--- src/rtl/rgb_pkg.sv ---
// rgb_pkg: constants shared between the serial-input FIFO feeder and the
// RGBW output stage that drains the same 32-bit FIFO.
//   - FIFO word bit positions (valid, stream_reset, G/R/B data fields)
//   - default decode timing in 96 MHz clocks
//   - decoder state encoding and FIFO word builders
package rgb_pkg;

    localparam int FIFO_W = 32;

    localparam int bnum_valid            = 31;
    localparam int bnum_stream_reset     = 30;
    localparam int bnum_g_first_data_bit = 23;
    localparam int bnum_g_last_data_bit  = 16;
    localparam int bnum_r_first_data_bit = 15;
    localparam int bnum_r_last_data_bit  = 8;
    localparam int bnum_b_first_data_bit = 7;
    localparam int bnum_b_last_data_bit  = 0;

    localparam int RGB_T_MIN_HIGH_DEF = 10;
    localparam int RGB_T_THRESH_DEF   = 58;
    localparam int RGB_T_MAX_HIGH_DEF = 150;
    localparam int RGB_STR_RST_DEF    = 4800;
    localparam int COUNTER_MAX_DEF    = 7800;

    typedef enum logic [1:0] {
        WAIT_HIGH  = 2'd0,
        HIGH       = 2'd1,
        STUCK_HIGH = 2'd2
    } rgb_state_t;

    // Pixel word: valid set, stream_reset clear, [29:24] zero, G-R-B payload.
    function automatic logic [FIFO_W-1:0] make_pixel_word(input logic [23:0] grb);
        logic [FIFO_W-1:0] w;
        w = '0;
        w[bnum_valid] = 1'b1;
        w[bnum_g_first_data_bit:bnum_g_last_data_bit] = grb[23:16];
        w[bnum_r_first_data_bit:bnum_r_last_data_bit] = grb[15:8];
        w[bnum_b_first_data_bit:bnum_b_last_data_bit] = grb[7:0];
        return w;
    endfunction

    function automatic logic [FIFO_W-1:0] make_marker_word();
        logic [FIFO_W-1:0] w;
        w = '0;
        w[bnum_valid]        = 1'b1;
        w[bnum_stream_reset] = 1'b1;
        return w;
    endfunction

endpackage

--- src/rtl/rgb_sinp_fifo_if.sv ---
// rgb_sinp_fifo_if: FIFO write-side bus between the serial-input decoder
// (master) and the shared FIFO (slave).
//   in_wr_fifo_full   FIFO full flag (FIFO -> decoder)
//   out_wr_fifo_en    one-clock write strobe (decoder -> FIFO)
//   out_wr_fifo_data  32-bit word (decoder -> FIFO)
interface rgb_sinp_fifo_if;
    import rgb_pkg::*;

    logic              in_wr_fifo_full;
    logic              out_wr_fifo_en;
    logic [FIFO_W-1:0] out_wr_fifo_data;

    modport master (
        input  in_wr_fifo_full,
        output out_wr_fifo_en,
        output out_wr_fifo_data
    );

    modport slave (
        output in_wr_fifo_full,
        input  out_wr_fifo_en,
        input  out_wr_fifo_data
    );

endinterface

--- src/rtl/rgb_sig_sync.sv ---
// rgb_sig_sync: brings the asynchronous WS2812b line into clk and produces
// single-clock rise/fall pulses.
//   clk, rst  clock and synchronous active-high reset
//   in_sig    asynchronous serial line
//   rise      pulse, line went 0 -> 1
//   fall      pulse, line went 1 -> 0
// Two synchronizer flops plus one history flop; the decoder acts on a pulse
// at the third clock edge after the pin changes.
module rgb_sig_sync (
    input  logic clk,
    input  logic rst,
    input  logic in_sig,
    output logic rise,
    output logic fall
);

    logic sync_1;
    logic sync_2;
    logic sync_prev;

    always_ff @(posedge clk) begin
        if (rst) begin
            sync_1    <= 1'b0;
            sync_2    <= 1'b0;
            sync_prev <= 1'b0;
        end else begin
            sync_1    <= in_sig;
            sync_2    <= sync_1;
            sync_prev <= sync_2;
        end
    end

    assign rise = sync_2 & ~sync_prev;
    assign fall = ~sync_2 & sync_prev;

endmodule

--- src/rtl/rgb_sinp_fifo.sv ---
// rgb_sinp_fifo: WS2812b serial-input decoder feeding the RGBW FIFO.
//   clk, rst       96 MHz clock, synchronous active-high reset
//   in_sig         asynchronous serial line
//   wr             FIFO write bus (master side)
//   out_overflow   sticky, a word was dropped because the FIFO was full
//   out_frame_err  pulse, partial word or over-long high pulse discarded
//
// state      | meaning
// WAIT_HIGH  | line low; counting low time, watching for stream reset
// HIGH       | line high; measuring pulse width
// STUCK_HIGH | pulse exceeded max high time; waiting for the line to drop
module rgb_sinp_fifo
    import rgb_pkg::*;
#(
    parameter int RGB_T_MIN_HIGH = RGB_T_MIN_HIGH_DEF,
    parameter int RGB_T_THRESH   = RGB_T_THRESH_DEF,
    parameter int RGB_T_MAX_HIGH = RGB_T_MAX_HIGH_DEF,
    parameter int RGB_STR_RST    = RGB_STR_RST_DEF,
    parameter int COUNTER_MAX    = COUNTER_MAX_DEF
) (
    input  logic                  clk,
    input  logic                  rst,
    input  logic                  in_sig,
    rgb_sinp_fifo_if.master       wr,
    output logic                  out_overflow,
    output logic                  out_frame_err
);

    localparam int CNT_W = $clog2(COUNTER_MAX + 1);

    localparam logic [CNT_W-1:0] T_MIN   = CNT_W'(RGB_T_MIN_HIGH);
    localparam logic [CNT_W-1:0] T_TH    = CNT_W'(RGB_T_THRESH);
    localparam logic [CNT_W-1:0] T_MAX   = CNT_W'(RGB_T_MAX_HIGH);
    localparam logic [CNT_W-1:0] T_SRST  = CNT_W'(RGB_STR_RST);
    localparam logic [CNT_W-1:0] CNT_TOP = CNT_W'(COUNTER_MAX);
    localparam logic [CNT_W-1:0] CNT_ONE = CNT_W'(1);

    logic             sig_rise;
    logic             sig_fall;
    rgb_state_t       state;
    logic [CNT_W-1:0] cnt;
    logic [CNT_W-1:0] cnt_inc;
    logic [CNT_W-1:0] low_save;
    logic [23:0]      shift;
    logic [4:0]       bit_cnt;
    logic             sr_sent;
    logic             bit_val;

    rgb_sig_sync u_sig_sync (
        .clk    (clk),
        .rst    (rst),
        .in_sig (in_sig),
        .rise   (sig_rise),
        .fall   (sig_fall)
    );

    assign cnt_inc = (cnt == CNT_TOP) ? cnt : cnt + CNT_ONE;
    assign bit_val = (cnt >= T_TH);

    always_ff @(posedge clk) begin
        if (rst) begin
            state               <= WAIT_HIGH;
            cnt                 <= '0;
            low_save            <= '0;
            shift               <= '0;
            bit_cnt             <= '0;
            sr_sent             <= 1'b0;
            wr.out_wr_fifo_en   <= 1'b0;
            wr.out_wr_fifo_data <= '0;
            out_overflow        <= 1'b0;
            out_frame_err       <= 1'b0;
        end else begin
            wr.out_wr_fifo_en <= 1'b0;
            out_frame_err     <= 1'b0;

            case (state)
                WAIT_HIGH: begin
                    if (sig_rise) begin
                        // Remember the low time so a glitch can restore it.
                        state    <= HIGH;
                        low_save <= cnt;
                        cnt      <= CNT_ONE;
                    end else begin
                        cnt <= cnt_inc;
                        if (cnt >= T_SRST && !sr_sent) begin
                            sr_sent <= 1'b1;
                            if (wr.in_wr_fifo_full) begin
                                out_overflow <= 1'b1;
                            end else begin
                                wr.out_wr_fifo_en   <= 1'b1;
                                wr.out_wr_fifo_data <= make_marker_word();
                            end
                            if (bit_cnt != 5'd0) begin
                                out_frame_err <= 1'b1;
                            end
                            bit_cnt <= '0;
                            shift   <= '0;
                        end
                    end
                end

                HIGH: begin
                    if (sig_fall && cnt < T_MIN) begin
                        state <= WAIT_HIGH;
                        cnt   <= low_save;
                    end else if (sig_fall && cnt <= T_MAX) begin
                        state   <= WAIT_HIGH;
                        cnt     <= CNT_ONE;
                        sr_sent <= 1'b0;
                        if (bit_cnt == 5'd23) begin
                            bit_cnt <= '0;
                            shift   <= '0;
                            if (wr.in_wr_fifo_full) begin
                                out_overflow <= 1'b1;
                            end else begin
                                wr.out_wr_fifo_en   <= 1'b1;
                                wr.out_wr_fifo_data <= make_pixel_word({shift[22:0], bit_val});
                            end
                        end else begin
                            bit_cnt <= bit_cnt + 5'd1;
                            shift   <= {shift[22:0], bit_val};
                        end
                    end else if (cnt > T_MAX) begin
                        out_frame_err <= 1'b1;
                        bit_cnt       <= '0;
                        shift         <= '0;
                        // A fall on the very clock the limit is crossed needs no stuck wait.
                        if (sig_fall) begin
                            state <= WAIT_HIGH;
                            cnt   <= CNT_ONE;
                        end else begin
                            state <= STUCK_HIGH;
                        end
                    end else begin
                        cnt <= cnt_inc;
                    end
                end

                STUCK_HIGH: begin
                    if (sig_fall) begin
                        state <= WAIT_HIGH;
                        cnt   <= CNT_ONE;
                    end
                end

                default: begin
                    state <= WAIT_HIGH;
                    cnt   <= '0;
                end
            endcase
        end
    end

endmodule

--- src/flat_wrapper.sv ---
// flat-port wrapper written by rule: the top's interface ports become plain ports
module rgb_sinp_fifo_flat import rgb_pkg::*;
#(
    parameter int RGB_T_MIN_HIGH = RGB_T_MIN_HIGH_DEF,
    parameter int RGB_T_THRESH   = RGB_T_THRESH_DEF,
    parameter int RGB_T_MAX_HIGH = RGB_T_MAX_HIGH_DEF,
    parameter int RGB_STR_RST    = RGB_STR_RST_DEF,
    parameter int COUNTER_MAX    = COUNTER_MAX_DEF
)
  (clk, rst, in_sig, out_overflow, out_frame_err, wr_in_wr_fifo_full, wr_out_wr_fifo_en, wr_out_wr_fifo_data);
  rgb_sinp_fifo_if wr_i ();
  input  logic clk;
  input  logic rst;
  input  logic in_sig;
  output logic out_overflow;
  output logic out_frame_err;
  input wire logic [$bits(wr_i.in_wr_fifo_full)-1:0] wr_in_wr_fifo_full;
  output wire logic [$bits(wr_i.out_wr_fifo_en)-1:0] wr_out_wr_fifo_en;
  output wire logic [$bits(wr_i.out_wr_fifo_data)-1:0] wr_out_wr_fifo_data;
  assign wr_i.in_wr_fifo_full = wr_in_wr_fifo_full;
  assign wr_out_wr_fifo_en = wr_i.out_wr_fifo_en;
  assign wr_out_wr_fifo_data = wr_i.out_wr_fifo_data;
  rgb_sinp_fifo #(.RGB_T_MIN_HIGH(RGB_T_MIN_HIGH), .RGB_T_THRESH(RGB_T_THRESH), .RGB_T_MAX_HIGH(RGB_T_MAX_HIGH), .RGB_STR_RST(RGB_STR_RST), .COUNTER_MAX(COUNTER_MAX)) u_core (.clk(clk), .rst(rst), .in_sig(in_sig), .wr(wr_i), .out_overflow(out_overflow), .out_frame_err(out_frame_err));
endmodule
--- config.mk ---
export PLATFORM = sky130hd
export DESIGN_NAME = rgb_sinp_fifo_flat
export DESIGN_NICKNAME = d
export VERILOG_FILES = /design/src/rtl/rgb_pkg.sv /design/src/rtl/rgb_sinp_fifo_if.sv /design/src/rtl/rgb_sig_sync.sv /design/src/rtl/rgb_sinp_fifo.sv /design/src/flat_wrapper.sv
export SDC_FILE = /design/constraint.sdc
export NUM_CORES = 1
export LEC_CHECK = 0
export BUFFER_PORTS_ARGS = -buffer_cell sky130_fd_sc_hd__buf_2
export CAP_MARGIN = 20
export CORE_MARGIN = 3
export CORE_UTILIZATION = 63
export DETAILED_ROUTE_END_ITERATION = 12
export PLACE_DENSITY = 0.94
export SYNTH_ARGS = -nofsm -noshare
export SYNTH_HDL_FRONTEND = slang
export SYNTH_SLANG_ARGS = --single-unit
--- constraint.sdc ---
create_clock -name clk -period 5.05 [get_ports clk]
set_clock_uncertainty 0.1 [all_clocks]
set_input_delay 0.7575 -clock clk [delete_from_list [all_inputs] [get_ports clk]]
set_output_delay 0.7575 -clock clk [all_outputs]
set_load 0.05 [all_outputs]
* Yosys cells after proc, flatten, opt, wreduce, memory -nomap -nowiden
Cells that the tools add are included.
** Word-level totals
- Register bits after elaboration :: 95
- Output and inout port bits :: 35
- Input bits :: 4
** Operators by class
- Reduce and logical (&&, ||, !) cells :: 13
- $lt $le $gt $ge :: 5
- Eq/ne operators :: 15
- Bitwise logic cells :: 4
- $add $sub $neg :: 2
- Mux-type cells :: 62
** Operators by type and width (count)
- two-way mux 32 bit :: 7
- two-way mux 23 bit :: 6
- two-way mux 13 bit :: 6
- case mux 32 bit (2 select lines) :: 1
- case mux 23 bit (2 select lines) :: 1
- case mux 13 bit (3 select lines) :: 1
- two-way mux 5 bit :: 6
- two-way mux 1 bit :: 22
- adder 13 x 1 -> 13 bit, second input constant :: 1
- == test 13 bit, second input constant :: 1
- >= comparator 13 bit, second input constant :: 1
- >= comparator 13 x 6 -> 1 bit, second input constant :: 1
- greater-than comparator 13 x 8 -> 1 bit, second input constant :: 1
- <= comparator 13 x 8 -> 1 bit, second input constant :: 1
- less-than comparator 13 x 4 -> 1 bit, second input constant :: 1
- two-way mux 2 bit :: 6
- != test 2 x 1 -> 1 bit, second input constant :: 5
- case mux 5 bit (2 select lines) :: 1
- AND reduction 5 bit :: 2
- != test 2 bit, second input constant :: 4
- case mux 1 bit (2 select lines) :: 4
- AND reduction 8 bit :: 1
- case mux 2 bit (3 select lines) :: 1
- AND reduction 6 bit :: 1
- other kinds (15) :: 19

* Depth between registers and ports, before layout
Gate-level depths: netlist of run 1.
- Word-level depth :: 7
- Gate-level depth with buffers :: 9
- Depth with buffers taken out :: 7

* By module
A second synthesis of run 1 with hierarchy kept.
** Second synthesis, totals
- Cell total of the unflattened synthesis :: 458
- Area, all modules :: 3998.8 sq um
** Modules (own cells, without submodules)
- rgb_sinp_fifo :: cells each 450, seq. area each 1721.7 sq um, area an instance 3907.5 sq um, times used 1
- rgb_sig_sync :: cells each 8, seq. area each 60.1 sq um, area an instance 91.3 sq um, times used 1

* Worst setup path after synthesis of run 1
OpenSTA, ideal clock, no wires.
- Path type :: register to register
- From :: reg u_core.cnt[9]
- To :: reg u_core.cnt[1]
- Clock period less this slack :: 2230 ps
- Stages on the path, launching flop included :: 8
- Path buffers :: 1
- Data arrival time :: 2003 ps
- Slack :: 2820 ps
- Cell sequence :: dfxtp_1 > buf_6 > or4_4 > a211oi_4 > mux2_4 > mux2_2 > a221oi_1 > nor2_1
** Between the ends
- Longest elaborated chain between the ends :: 6
** Ends and longest elaborated chain
- from (decl) :: line rgb_sinp_fifo.sv:41 : logic [CNT_W-1:0] cnt;
- from (signal assigned) :: line rgb_sinp_fifo.sv:84 : cnt <= cnt_inc;
- from (signal assigned) :: line rgb_sinp_fifo.sv:105 : cnt <= low_save;
- from (signal assigned) :: line rgb_sinp_fifo.sv:135 : cnt <= cnt_inc;
- parallel branches: the longest is 5 deep, another holds greater-than comparator 13 x 8 -> 1 bit
- case mux 13 bit (3 select lines) * :: line rgb_sinp_fifo.sv:76 : case (state)
Mark *: on every way between the ends.
A chain may end at the register's enable or synchronous reset.

* Worst setup path in the final report of run 1
- From :: reg u_core.cnt[7]
- To :: reg u_core.bit_cnt[1]
** Between the ends
- Longest elaborated chain between the ends :: 5
** Ends and longest elaborated chain
- <= comparator 13 x 8 -> 1 bit :: line rgb_sinp_fifo.sv:106 : end else if (sig_fall && cnt <= T_MAX) begin
- logical AND 1 bit :: line rgb_sinp_fifo.sv:106
- two-way mux 5 bit :: line rgb_sinp_fifo.sv:106
- two-way mux 5 bit :: line rgb_sinp_fifo.sv:103 : if (sig_fall && cnt < T_MIN) begin
- case mux 5 bit (2 select lines) :: line rgb_sinp_fifo.sv:76
- to (signal assigned) :: line rgb_sinp_fifo.sv:120 : bit_cnt <= bit_cnt + 5'd1;
- to (decl) :: line rgb_sinp_fifo.sv:45 : logic [4:0] bit_cnt;
Parallel ways exist; a longest one is shown, timed or not. The select of a mux whose other input is x is not followed.

==> out/results.ini, run 1 <==
[status]
run_status=finished clean

[sta]
min_period_ns=3.00
drv_slew=0
worst_pin_slew_ns=1.03
relSlewSlack_pct=30.9
tns_ns=0
fin_ws_ns=2.05
rsz0062_at_grt=false
timing.fmax_mhz=333
setup-violations-final=0
hold_viol_final=0
finalCritPeriodShare_pct=59.4

[clock_tree]
clock_path_buffers=2
ctsHoldBuffers=0
cts_setup_buffers=0
cts_tree=done
cts_resized=0
cts_buffers=9
path_clk_slew_ns=0.10
htree_levels=3
cts_sinks=89
cts_root_buf=clkbuf_8
clk_latency_ns=0.37

[logic_synthesis]
synth-seq-area-share_pct=42.7
ys_types=61
yosysMostFrequentCell=dfxtp_1
ys_warn_count=0
synth_area_um2=4170
synth_edf_count=0
syn_avg_cell_area_um2=8.60
synthesis.instances=485
synth_top_area_share_pct=42.7
synth_top_cell_by_area=dfxtp_1
synth_area_leaders=dfxtp_1 (43%), a21oi_1 (6.1%), nand4b_1 (5.5%), a22oi_1 (4.5%), o21ai_0 (4.2%)
synth_ff_type=dfxtp_1
synth_async_sr_flop_share_pct=0
ys_ff_latch=89
yosys-top-cells-count=dfxtp_1 (89), a21oi_1 (51), nand2_1 (45), nor2_1 (45), o21ai_0 (35)

[worst_setup_path]
crit_path_end_kind=register
cp_cell_sequence=nor4b_4 -> nand3_2 -> mux2_4 -> a22o_1 -> or4b_1 -> a21oi_1
cp-start-kind=register
slowest_delay_ns=0.64
cp.buffers_inverters=0
cp_max_fo=29
cp.arrival_ns=3.20
cp.required_ns=5.25
crit_family=simple AND/OR/NAND/NOR gates
r2r_slack_ns=2.05
crit_slowest_cell=dfxtp_1
crit_type=reg -> reg

[global_routing]
grt_max_degree=52
grt.total_usage_pct=26.8
overflow=0
grt_pass1_vias=3387
antenna_found_initial=0
grt_pass1_wl_um=16300

[routing]
via_per_inst=6.46
drt-total-wl_um=9940
wl_per_cell_um=17.3
drtIter0Drc=419
vias=3700
drt.antenna.violating_nets=0
drtPass1Iterations=5
drc=0

[floorplan]
dieArea_um2=7630
die_h_um=87.4
rows=29
die_w_um=87.4
fp.coreArea_um2=6390
start_util_pct=65.3
ios=39

[job]
maxCapViolCount=0

[layout]
area_delta_synth_final_pct=6.12
drive_gt1_share_pct=14.1
nets=499
fill_cells=494
antenna_cells=0

[place]
port_buffers=32
dp_slack_ns=2.10
gp_congestion=0.916
dpl.hpwl_um=6430

[power]
peakVddDrop_uv=207
p_per_area_nw_per_um2=288
power_leakage_nw=1.58

[worst_hold_path]
hold_class=reg -> reg

==> power breakdown <==
| part | leakage [nW] | switching [W] | internal [W] |
|---|---|---|---|
| logic | 0.760 | 0.0000576 | 0.0000217 |
| clock network | 0.0998 | 0.000277 | 0.000203 |
| registers | 0.718 | 0.0000100 | 0.000706 |
| total | 1.58 | 0.000345 | 0.000931 |
==> logic make-up after synthesis <==
family / synth area share, %
compound gates: 22.8
xor+xnor: 0.210
fa+ha+maj: 1.20
buf+inv: 7.14
flops: 42.7
mux: 1.53
other cells: 0.0899
simple gates: 24.3
==> state kept, by name, summed over array words and instances, names as in the netlist <==
| signal | count |
|---|---|
| u_core.bit_cnt | 5 |
| u_core.cnt | 13 |
| u_core.low_save | 13 |
| u_core.out_frame_err | 1 |
| u_core.out_overflow | 1 |
| u_core.shift | 23 |
| u_core.sr_sent | 1 |
| u_core.state | 2 |
| u_core.u_sig_sync.sync_1 | 1 |
| u_core.u_sig_sync.sync_2 | 1 |
| u_core.u_sig_sync.sync_prev | 1 |
| u_core.wr.out_wr_fifo_data | 26 |
| u_core.wr.out_wr_fifo_en | 1 |
==> metrics by stage <==
stage	util [%]	power, W	hold WS [ns]	std cells	instance area [um2]
global route	69.3	0.00132	0.372	573	4430
detailed placement	66.3	0.000808	0.345	557	4230
finish	69.3	0.00128	0.360	573	4430
global placement	66.3	0.000807	0.337	557	4230
CTS	69.3	0.00128	0.362	573	4430
floorplan	-	0.000797	0.314	490	4190
==> layer usage <==
layer  GRT usage, %  part of all wire, %  up-vias
met5              0                    0        -
met4           11.3                  2.3        0
met3           5.68                  6.4       23
met2           43.4                   48      149
met1           34.4                   43     1761
li1               -                    -     1767
==> final cells by class <==
cell class | instances | area, um2 | share of cell area [%]
Multi-Input combinational cell | 344 | 2120 | 47.9
Tap cell | 77 | 96.3 | 2.18
Sequential cell | 89 | 1780 | 40.2
Clock inverter | 6 | 55.1 | 1.24
Inverter | 10 | 37.5 | 0.848
Timing Repair Buffer | 37 | 198 | 4.47
Clock buffer | 10 | 138 | 3.11
==> final timing paths <==
path         depth (start not counted)                             start                          endpoint
min reg2reg                          2  u_core.low_save[12]$_SDFFE_PP0P_  u_core.low_save[12]$_SDFFE_PP0P_
min                                  2  u_core.low_save[12]$_SDFFE_PP0P_  u_core.low_save[12]$_SDFFE_PP0P_
max                                  6          u_core.cnt[7]$_SDFF_PP0_    u_core.bit_cnt[1]$_SDFFE_PP0P_
max reg2reg                          6          u_core.cnt[7]$_SDFF_PP0_    u_core.bit_cnt[1]$_SDFFE_PP0P_
==> cell usage in the layout (no fill, tap or decap), types with 10 or more instances in the layout <==
master,synthesis,final
a22oi_1,25,25
clkbuf_8,0,10
nor3_1,12,10
dfxtp_1,89,89
buf_2,10,32
nor2_1,45,45
nand2_1,45,45
nand4b_1,26,26
o21ai_0,35,35
a21oi_1,51,51
inv_1,10,10
==> worst reg2reg max path, cell delays in order (launching register included) <==
cell and delay [ns]:
dfxtp_1 0.64, nor4b_4 0.30, nand3_2 0.19, mux2_4 0.38
a22o_1 0.56, or4b_1 0.64, a21oi_1 0.15
No activity file was read; power rests on OpenSTA's default activity.
==> inputs of run 2 (changes only) <==
--- a/config.mk
+++ b/config.mk
@@ -8,9 +8,9 @@
 export BUFFER_PORTS_ARGS = -buffer_cell sky130_fd_sc_hd__buf_2
 export CAP_MARGIN = 20
 export CORE_MARGIN = 3
-export CORE_UTILIZATION = 63
+export CORE_UTILIZATION = 59
 export DETAILED_ROUTE_END_ITERATION = 12
-export PLACE_DENSITY = 0.94
+export PLACE_DENSITY = 0.89
 export SYNTH_ARGS = -nofsm -noshare
 export SYNTH_HDL_FRONTEND = slang
 export SYNTH_SLANG_ARGS = --single-unit
==> constraint.sdc (replaced) <==
create_clock -name clk -period 2.8 [get_ports clk]
set_clock_uncertainty 0.1 [all_clocks]
set_input_delay 0.42 -clock clk [delete_from_list [all_inputs] [get_ports clk]]
set_output_delay 0.42 -clock clk [all_outputs]
set_load 0.05 [all_outputs]
==> run 2 against run 1 <==
Against the previous run: core utilization is 0.51 points lower; final cell count rose by 8.0%; sequential share of layout area is 2.3 points lower; clock power increased by 100%; power increased by 89%; count of clock-buffer cells in the layout is the same; non-clock buffer count rose by 26; sequential cell count unchanged; first-iteration DRC count decreased by 13%; routed wire length rose by 14%.
==> out/results.ini, run 2 (synthesized netlist as in run 1, its figures left out) <==
[clock_tree]
clk_latency_ns=0.37  ; about the same
path_clk_slew_ns=0.10  ; about the same
cts_sinks=89  ; unchanged
cts_buffers=9  ; unchanged
cts_tree=done
htree_levels=3  ; unchanged
cts_root_buf=clkbuf_8
clock_path_buffers=2  ; unchanged

[power]
p_per_area_nw_per_um2=514  ; +78%
peakVddDrop_uv=432  ; +110%
power_leakage_nw=1.73  ; +9.7%

[routing]
drtIter0Drc=366  ; -13%
drc=0  ; unchanged
wl_per_cell_um=18.2  ; +5.1%
via_per_inst=6.37  ; -1.4%
routed.top_layer=met4
drt-met1-wl_um=4490  ; +4.9%
met2_length_um=5500  ; +15%
drt-total-wl_um=11300  ; +14%
wl_met3_um=890  ; +39%
drt.antenna.violating_nets=0  ; unchanged
vias=3941  ; +6.5%
drtPass1Iterations=5  ; unchanged

[layout]
final_cell_mix=dfxtp_1 (89), a21oi_1 (51), nor2_1 (45), nand2_1 (45), o21ai_0 (35)
antenna_cells=0  ; unchanged
area_delta_synth_final_pct=12.7
largest_reg_flops=26  ; unchanged
drive_gt1_share_pct=18.4  ; +4.2 points
layoutNonFillerInstCount=619  ; +8.0%
nets=526  ; +5.4%
largest-register=u_core.wr.out_wr_fifo_data
fill_cells=536  ; +8.5%
post-route-util_pct=68.8  ; -0.51 points
reg_top3=u_core.wr.out_wr_fifo_data x26, u_core.shift x23
layout_commonest_cell=dfxtp_1

[sta]
finalCritPeriodShare_pct=94.6  ; +35 points
timing.fmax_mhz=378  ; +13%
min_period_ns=2.65  ; -0.352 ns
worst_pin_slew_ns=0.869  ; -0.161 ns
fin_ws_ns=0.152  ; -1.90 ns
rsz0062_at_grt=false
relSlewSlack_pct=42.1  ; +11 points
hold_viol_final=0  ; unchanged
tns_ns=0  ; unchanged
setup-violations-final=0  ; unchanged
drv_slew=0  ; unchanged

[worst_setup_path]
cp.arrival_ns=2.85  ; -0.35 ns
crit_path_end_kind=register
crit_type=reg -> reg
cp-start-kind=register
cp.required_ns=3.00  ; -2.25 ns
cp_max_fo=10  ; -66%

[place]
port_buffers=32  ; unchanged
dp_cells=602  ; +8.1%
gp_congestion=0.975  ; +6.5%
dpl.hpwl_um=7020  ; +9.1%
dp_slack_ns=0.0786  ; -2.02 ns

[job]
maxCapViolCount=0  ; unchanged

[floorplan]
rows=30  ; +3.4%
start_util_pct=61.1  ; -4.3 points
dieArea_um2=8120  ; +6.3%
die_w_um=90.1  ; +3.1%
fp.coreArea_um2=6830  ; +7.0%
ios=39  ; unchanged
die_h_um=90.1  ; +3.1%

[global_routing]
grt_pass1_wl_um=18100  ; +11%
grt_pass1_vias=3648  ; +7.7%
antenna_found_initial=0  ; unchanged
overflow=0  ; unchanged
grt.total_usage_pct=27.0  ; +0.24 points
grt_max_degree=52  ; unchanged

[worst_hold_path]
hold_class=in -> reg

[status]
run_status=finished clean

run 2: changes by cell type in the layout (fill, tap and decap cells not counted), sizes merged:
cell	change
o41ai	+1
buf	+26
inv	+1
clkinv	-2
bufinv	+1
run 2: path summary, 6_finish.rpt:
path | from | endpoint | slack (ns) | cells past startpoint
worst min-delay path | in_sig | u_core.u_sig_sync.sync_1$_SDFF_PP0_ | 0.19 | 2
worst max register to register | u_core.bit_cnt[1]$_SDFFE_PP0P_ | u_core.wr.out_wr_fifo_data[19]$_SDFFE_PP0P_ | 0.15 | 7
worst max-delay path | u_core.bit_cnt[1]$_SDFFE_PP0P_ | u_core.wr.out_wr_fifo_data[19]$_SDFFE_PP0P_ | 0.15 | 7
worst min register to register | u_core.u_sig_sync.sync_1$_SDFF_PP0_ | u_core.u_sig_sync.sync_2$_SDFF_PP0_ | 0.36 | 1
run 2: layout make-up:
| cell class | instances | area [um2] | area share, % |
|---|---|---|---|
| tap | 96 | 120 | 2.56 |
| sequential | 89 | 1780 | 37.9 |
| clock buffer | 10 | 138 | 2.93 |
| inverter | 10 | 37.5 | 0.799 |
| multi-input combinational | 345 | 2150 | 45.8 |
| timing repair buffer | 63 | 393 | 8.36 |
| clock inverter | 6 | 78.8 | 1.68 |
run 2: metrics by stage:
| step | hold slack, ns | area [um2] | total power, W |
|---|---|---|---|
| 2_1_floorplan | 0.314 | 4190 | 0.00144 |
| 3_3_place_gp | 0.317 | 4450 | 0.00147 |
| 3_5_place_dp | 0.343 | 4450 | 0.00147 |
| 4_1_cts | 0.180 | 4660 | 0.00242 |
| 5_1_grt | 0.215 | 4700 | 0.00250 |
| 6_report | 0.187 | 4700 | 0.00242 |
run 2: critical path: stages (launching register included):
cell and delay (ns):
dfxtp_1 0.39, ha_1 0.21, nand2_1 0.09, or3_1 0.48, o41ai_4 0.74, buf_4 0.27, nand4b_1 0.12, a21oi_1 0.17
run 2: per-layer routing:
layer,track usage (%),vias to the layer above
li1,-,1820
met1,33.6,1865
met2,45.8,216
met3,6.44,40
met4,9.44,0
met5,0,-
run 2: report_power, final:
part / internal, W / switching (W)
Combinational: 0.0000487 / 0.000114
Clock: 0.000459 / 0.000512
Sequential: 0.00127 / 0.00000855
Total: 0.00178 / 0.000634
run 2: timing repair:
| action | in CTS | in global routing |
|---|---|---|
| endpoints found under the setup margin | 0 | 8 |
| buffers inserted | 0 | 0 |
| gates resized for setup | 0 | 2 |
| hold buffers | 0 | 0 |
